[src/rtl/crc_frame_ctrl.sv]
// crc_frame_ctrl: sequencer for the bit-serial CRC engine.
// Takes a frame of N-bit bytes over valid/ready, clears the engine, streams
// each byte LSB-first with Eng_Active high, drains the serial CRC into
// Crc_Out and offers it on a valid/ready output.
module crc_frame_ctrl #(
  parameter int unsigned N        = 8,
  parameter int unsigned MAX_LEN  = 16,
  parameter int unsigned LEN_W    = 5,
  parameter int unsigned DRAIN_TO = 16
) (
  input  logic         Clk,
  input  logic         Rst,
  input  logic [N-1:0] In_Data,
  input  logic         In_Valid,
  input  logic         In_Last,
  output logic         In_Ready,
  output logic         Eng_Rst,
  output logic         Eng_Data,
  output logic         Eng_Active,
  input  logic         Eng_Valid,
  input  logic         Eng_CRC,
  output logic [N-1:0] Crc_Out,
  output logic         Crc_Valid,
  input  logic         Crc_Ready,
  output logic         Busy,
  output logic         Err
);

  localparam int unsigned BIT_W = (N > 1) ? $clog2(N) : 1;
  localparam int unsigned TO_W  = $clog2(DRAIN_TO + 1);

  localparam logic [BIT_W-1:0] BIT_MAX = BIT_W'(N - 1);
  localparam logic [LEN_W-1:0] LEN_MAX = LEN_W'(MAX_LEN);
  localparam logic [TO_W-1:0]  TO_MAX  = TO_W'(DRAIN_TO - 1);

  typedef enum logic [2:0] {
    IDLE,
    CLR,
    SHIFT,
    DRAIN,
    HOLD,
    ABORT
  } state_t;

  state_t           state;
  logic [N-1:0]     sreg;
  logic [BIT_W-1:0] bit_cnt;
  logic [BIT_W-1:0] drain_cnt;
  logic [LEN_W-1:0] byte_cnt;
  logic [TO_W-1:0]  to_cnt;
  logic             last_flag;
  logic             bit_last;
  logic             in_acc;

  // In_Ready opens in IDLE and on the final bit of a non-last byte only
  always_comb begin
    bit_last = (bit_cnt == BIT_MAX);
    In_Ready = 1'b0;
    if (Rst) begin
      case (state)
        IDLE:    In_Ready = 1'b1;
        SHIFT:   In_Ready = bit_last && !last_flag;
        default: In_Ready = 1'b0;
      endcase
    end
    in_acc = In_Valid && In_Ready;
  end

  // Frame sequencer with registered engine and result outputs.
  // Eng_Data is registered: the edge ending bit k loads bit k+1, the CLR edge
  // preloads bit 0, and a mid-frame accept loads the new byte's bit 0 directly
  // so the stream to the engine has no gap between bytes.
  always_ff @(posedge Clk or negedge Rst) begin
    if (!Rst) begin
      state      <= IDLE;
      sreg       <= '0;
      bit_cnt    <= '0;
      drain_cnt  <= '0;
      byte_cnt   <= '0;
      to_cnt     <= '0;
      last_flag  <= 1'b0;
      Eng_Rst    <= 1'b0;
      Eng_Data   <= 1'b0;
      Eng_Active <= 1'b0;
      Crc_Out    <= '0;
      Crc_Valid  <= 1'b0;
      Busy       <= 1'b0;
      Err        <= 1'b0;
    end else begin
      Eng_Rst <= 1'b1;
      Err     <= 1'b0;
      case (state)
        IDLE: begin
          if (in_acc) begin
            sreg      <= In_Data;
            byte_cnt  <= LEN_W'(1);
            last_flag <= In_Last;
            Eng_Rst   <= 1'b0;
            Busy      <= 1'b1;
            state     <= CLR;
          end
        end
        CLR: begin
          Eng_Active <= 1'b1;
          Eng_Data   <= sreg[0];
          sreg       <= sreg >> 1;
          bit_cnt    <= '0;
          state      <= SHIFT;
        end
        SHIFT: begin
          if (!bit_last) begin
            Eng_Data <= sreg[0];
            sreg     <= sreg >> 1;
            bit_cnt  <= bit_cnt + 1'b1;
          end else if (last_flag) begin
            Eng_Active <= 1'b0;
            Eng_Data   <= 1'b0;
            drain_cnt  <= '0;
            to_cnt     <= '0;
            state      <= DRAIN;
          end else if (in_acc && (byte_cnt != LEN_MAX)) begin
            Eng_Data  <= In_Data[0];
            sreg      <= In_Data >> 1;
            bit_cnt   <= '0;
            byte_cnt  <= byte_cnt + 1'b1;
            last_flag <= In_Last;
          end else begin
            // Missing byte, or one byte too many without In_Last
            Eng_Active <= 1'b0;
            Eng_Data   <= 1'b0;
            Eng_Rst    <= 1'b0;
            Err        <= 1'b1;
            state      <= ABORT;
          end
        end
        DRAIN: begin
          if (Eng_Valid) begin
            Crc_Out[drain_cnt] <= Eng_CRC;
            drain_cnt          <= drain_cnt + 1'b1;
            to_cnt             <= '0;
            if (drain_cnt == BIT_MAX) begin
              Crc_Valid <= 1'b1;
              state     <= HOLD;
            end
          end else if (to_cnt == TO_MAX) begin
            Eng_Rst <= 1'b0;
            Err     <= 1'b1;
            state   <= ABORT;
          end else begin
            to_cnt <= to_cnt + 1'b1;
          end
        end
        HOLD: begin
          if (Crc_Ready) begin
            Crc_Valid <= 1'b0;
            Busy      <= 1'b0;
            state     <= IDLE;
          end
        end
        ABORT: begin
          Busy  <= 1'b0;
          state <= IDLE;
        end
        default: begin
          state <= IDLE;
        end
      endcase
    end
  end

endmodule
[config.mk]
export PLATFORM = sky130hd
export DESIGN_NAME = crc_frame_ctrl
export DESIGN_NICKNAME = d
export VERILOG_FILES = /design/src/rtl/crc_frame_ctrl.sv
export SDC_FILE = /design/constraint.sdc
export NUM_CORES = 1
export LEC_CHECK = 0
export CORE_MARGIN = 4
export CORE_UTILIZATION = 30
export CTS_BUF_LIST = sky130_fd_sc_hd__clkbuf_4 sky130_fd_sc_hd__clkbuf_8
export DETAILED_ROUTE_END_ITERATION = 8
export PLACE_DENSITY = 0.46
export SYNTH_ARGS = -nofsm -noshare
export SYNTH_HDL_FRONTEND = slang
export SYNTH_SLANG_ARGS = --single-unit
[constraint.sdc]
create_clock -name Clk -period 4.78 [get_ports Clk]
set_input_delay 1.434 -clock Clk [delete_from_list [all_inputs] [get_ports Clk]]
set_output_delay 1.434 -clock Clk [all_outputs]
set_load 0.03 [all_outputs]
; Word level (Yosys, flattened, before mapping)
; Index checks and enable logic that the tools add are counted.
[op_classes]
n_mux = 69
order_cmp = 2
eq_ne = 23
n_addsub = 4
reduce_logical = 23
[ops]
columns = operator, n
row1 = $mux 3, 14
row2 = $mux 5, 8
row3 = $mux 8, 4
row4 = $mux 1, 27
row5 = $pmux 8 s3, 1
row6 = $pmux 5 s2, 2
row7 = $ne 3x3->1 const B, 6
row8 = $ne 2x2->1 const B, 8
row9 = $reduce_and 4->1, 4
row10 = $pmux 3 s5, 1
row11 = $eq 3x3->1 const B, 4
row12 = $pmux 1 s2, 6
row13 = $pmux 3 s2, 2
row14 = $reduce_and 3->1, 4
row15 = $add 5x1->5 const B, 2
row16 = $bwmux 8, 1
row17 = $reduce_bool 2->1, 4
row18 = $add 3x1->3 const B, 2
row19 = $eq 3x2->1 const B, 2
row20 = $pmux 1 s3, 2
row21 = $reduce_and 6->1, 1
row22 = $reduce_bool 3->1, 2
row23 = $eq 5x4->1 const B, 1
row24 = $ne 5x5->1 const B, 1
row25 = other kinds (9), 12
[totals]
wordCells = 135
ff_bits = 42
output_inout_bits = 15

; Depth between registers and ports, before layout
[logic_depth]
word_depth = 10
ltp_mapped = 8

; Worst setup path after synthesis
; No wires, ideal clock.
[synth_timing]
kind = input port to output port
from = in Rst
to = out In_Ready
path_buffers = 0
arrival_ns = 2.420
setup_slack_ns = 0.926
cell_stages = 2
required_time_ns = 3.346
cell_sequence = nor3b_4 > a21boi_0
[synth_between]
elab_chain_cells = 1
[synth_rtl]
columns = element, line_no
row1 = start: declaration, 12  ; input logic Rst,
row2 = $mux 1, 59  ; if (Rst) begin
row3 = end: declaration, 16  ; output logic In_Ready,
; No other way between the ends.

; Worst setup path after layout
; Same ends and word-level chain as after synthesis.

==> summary.txt <==
Floorplan
  • Die Footprint: 9067 µm²
  • Core footprint: 7331 µm²
  • Num rows: 31
  • Die width: 95.22 µm
  • Initial core utilization: 31.13%
  • Number of I/O pins: 30
  • DIE HEIGHT: 95.22 µm

STA
  • RSZ-0062 raised after global routing: no
  • Worst rel slew slack: 45.35%
  • Final Hold Viols: 0
  • Period utilization: 76.71%
  • Minimum clock period: 3.667 ns
  • Max Transition Viols Final: 0
  • Slew @ Worst Pin: 0.8123 ns
  • Max frequency: 0.2727 GHz
  • Worst Clk Skew: 0.009213 ns
  • Fin Setup TNS: 0 ns
  • Final-report setup violation count: 0

Synth
  • Synth area leader: dfrtp_1
  • Async set-or-reset flop fraction in the synthesized netlist: 100.0%
  • Synthesized cell area: 2282 µm²
  • Number of synthesized flops with an enable pin: 0
  • Top-count cell post-synth: dfrtp_1
  • Mean post-synth cell area: 10.57 µm²
  • Syn Inst Count: 216
  • Post-synth top cells: 42 x dfrtp_1, 21 x nand2_1, 11 x nor2_1
  • Syn nets: 239
  • Most used DFF post-synth: dfrtp_1
  • Synthesis Warnings: 0
  • Top cell type's share of synthesized area: 46.05%
  • Synthesized flop and latch total: 42
  • Top post-synthesis cells by area: dfrtp_1 46%, mux2_2 4.9%, ha_1 4.4%
  • Post-synthesis sequential area ratio: 46.05%
  • Synth cell types: 45

Worst setup path
  • Worst path arrival time: 2.23 ns
  • Critical Path RT: 3.35 ns
  • WS Path Type: in2out
  • CP Capture Type: primary output
  • Max Fanout on Critical Path: 3
  • Worst Setup Start Kind: input port

Global route
  • Antenna violations before repair: 0
  • Gr usage total: 11.90%
  • Total grt overflow: 0
  • Largest net degree at the start of global routing: 45
  • Vias in the first global route: 1739
  • First-pass GRT wire length: 8.459 mm

Placement
  • IO Port Bufs: 29
  • Post-DP HPWL: 3.340 mm
  • Gpl congestion: 0.6974
  • DP Area: 2640 µm²

Min path
  • Hold crit path type: reg2reg

Pwr
  • Leakage: 1.185 nW
  • Power per cell area: 598.4 nW/µm²
  • Maximum VDD drop: 0.0002403 V

Clock tree
  • Clock slew at reported path FFs: 0.07 ns
  • Max clock buf depth: 2
  • CTS Buf Count: 5
  • H-tree depth: 2
  • Clock latency on the worst-skew pair: 0.30 ns
  • CTS Hold Buffers Added: 0
  • Root buf cell: clkbuf_8
  • Post_cts resized: 0
  • CTS tree: done
  • CTS Sinks: 42
  • Postcts setup bufs: 0

Finish
  • Final #Nets: 265
  • Inserted Diodes: 0
  • Layout area overhead: 20.67%
  • Share of cells above drive strength 1: 10.70%
  • Fin area: 2754 µm²

Routing
  • DR DRC count: 0
  • Post-route antenna net violation count: 0
  • Via density per instance: 4.965
  • Iter 0 DRT Violations: 81
  • DR vias: 1698
  • First drt pass iteration count: 4
  • Routed len/inst: 14.43 µm
  • Final WL: 4.934 mm

Run status
  • Status: finished clean

Job
  • Max-cap viol count: 0
==> through the flow <==
stage | std cells | hold WS, ns | util (%) | setup slack [ns] | total power [W]
after floorplan | 216 | 0.4498 | - | 0.9257 | 0.001175
after global placement | 334 | 0.4726 | 36.01 | 1.106 | 0.001362
after detailed placement | 334 | 0.4842 | 36.01 | 1.079 | 0.001364
after CTS | 342 | 0.5023 | 37.57 | 1.079 | 0.001667
after global routing | 342 | 0.5267 | 37.57 | 0.9921 | 0.001783
final | 342 | 0.4973 | 37.57 | 1.113 | 0.001648
==> layout by cell type (no fill, tap or decap), types with 2 or more instances in the layout <==
master            n
nor2_1           11
buf_4             2
mux2_2           10
nand2b_1          7
or3_1             3
a22o_1            5
nand3_1           3
ha_1              8
a21o_1            2
mux2i_1           2
nor3_1            2
dfrtp_1          42
clkbuf_4          2
a31oi_1           3
o21ai_0          10
a221o_1           6
mux2_1            4
a21boi_0          2
nor3b_4           2
o31ai_1           3
xnor2_1           5
a21oi_1           8
and2_1            2
clkdlybuf4s50_1  27
inv_1            10
nor4_1            4
and3_1            8
clkbuf_8          5
nor3b_1           3
nand2_1          21
nand3b_1          5
==> per-layer routing <==
layer,global-route usage (%),vias up,wire (µm)
met5,0,-,0
met4,4.207,0,73
met3,2.841,6,137
met2,18.83,23,2244
met1,15.82,839,2478
li1,-,830,-
==> registers in the layout (all words and copies together) (netlist names) <==
signal and cells:
drain_cnt 3, bit_cnt 3, Eng_Rst 1, Err 1
Crc_Valid 1, Eng_Active 1, Crc_Out 8, state 3
sreg 8, byte_cnt 5, Busy 1, Eng_Data 1
last_flag 1, to_cnt 5
==> critical path, cell delays in order <==
cell and delay (ns):
buf_2 0.11, nor3b_4 0.26, a21boi_0 0.23, buf_4 0.19
==> cell type report <==
cell class	count	area, µm²
sequential	42	1051
tap	99	123.9
clock inverter	1	30.03
clock buffer	7	83.83
multi-input combinational	153	1137
fill	734	4577
timing repair buffer	30	290.3
inverter	10	37.54
==> cells by family (layout without fill, tap and decap cells) <==
group                      Yosys count  after routing  share of synthesized area, %
AOI/OAI and AO/OA                   48             48                         16.23
muxes                               16             16                         7.785
adders and majority gates            8              8                         4.386
DFF                                 42             42                         46.05
xor gates and xnor gates             5              5                         1.919
and+or+nand+nor                     76             76                         19.52
buffers and inverters               21             48                         4.111
==> where the power goes <==
| part | switching [W] | leakage [nW] | internal, W | total (W) |
|---|---|---|---|---|
| sequential | 0.000167 | 0.524 | 0.000489 | 0.000657 |
| combinational | 0.000361 | 0.601 | 0.000337 | 0.000698 |
| clock | 0.000126 | 0.0593 | 0.000168 | 0.000293 |
| total | 0.000654 | 1.18 | 0.000994 | 0.00165 |
==> final timing paths <==
| kind | from | to | slack [ns] | depth (start not counted) |
|---|---|---|---|---|
| max in group asynchronous | Rst | sreg[1] | 3.13 | 2 |
| min in group asynchronous | Rst | to_cnt[2] | 1.26 | 2 |
| min reg2reg | sreg[4] | sreg[4] | 0.50 | 1 |
| max reg2reg | bit_cnt[0] | sreg[2] | 2.28 | 7 |
| min | sreg[4] | sreg[4] | 0.50 | 1 |
| max | Rst | In_Ready | 1.11 | 4 |
Note: power is estimated with default switching activity, not from simulation.
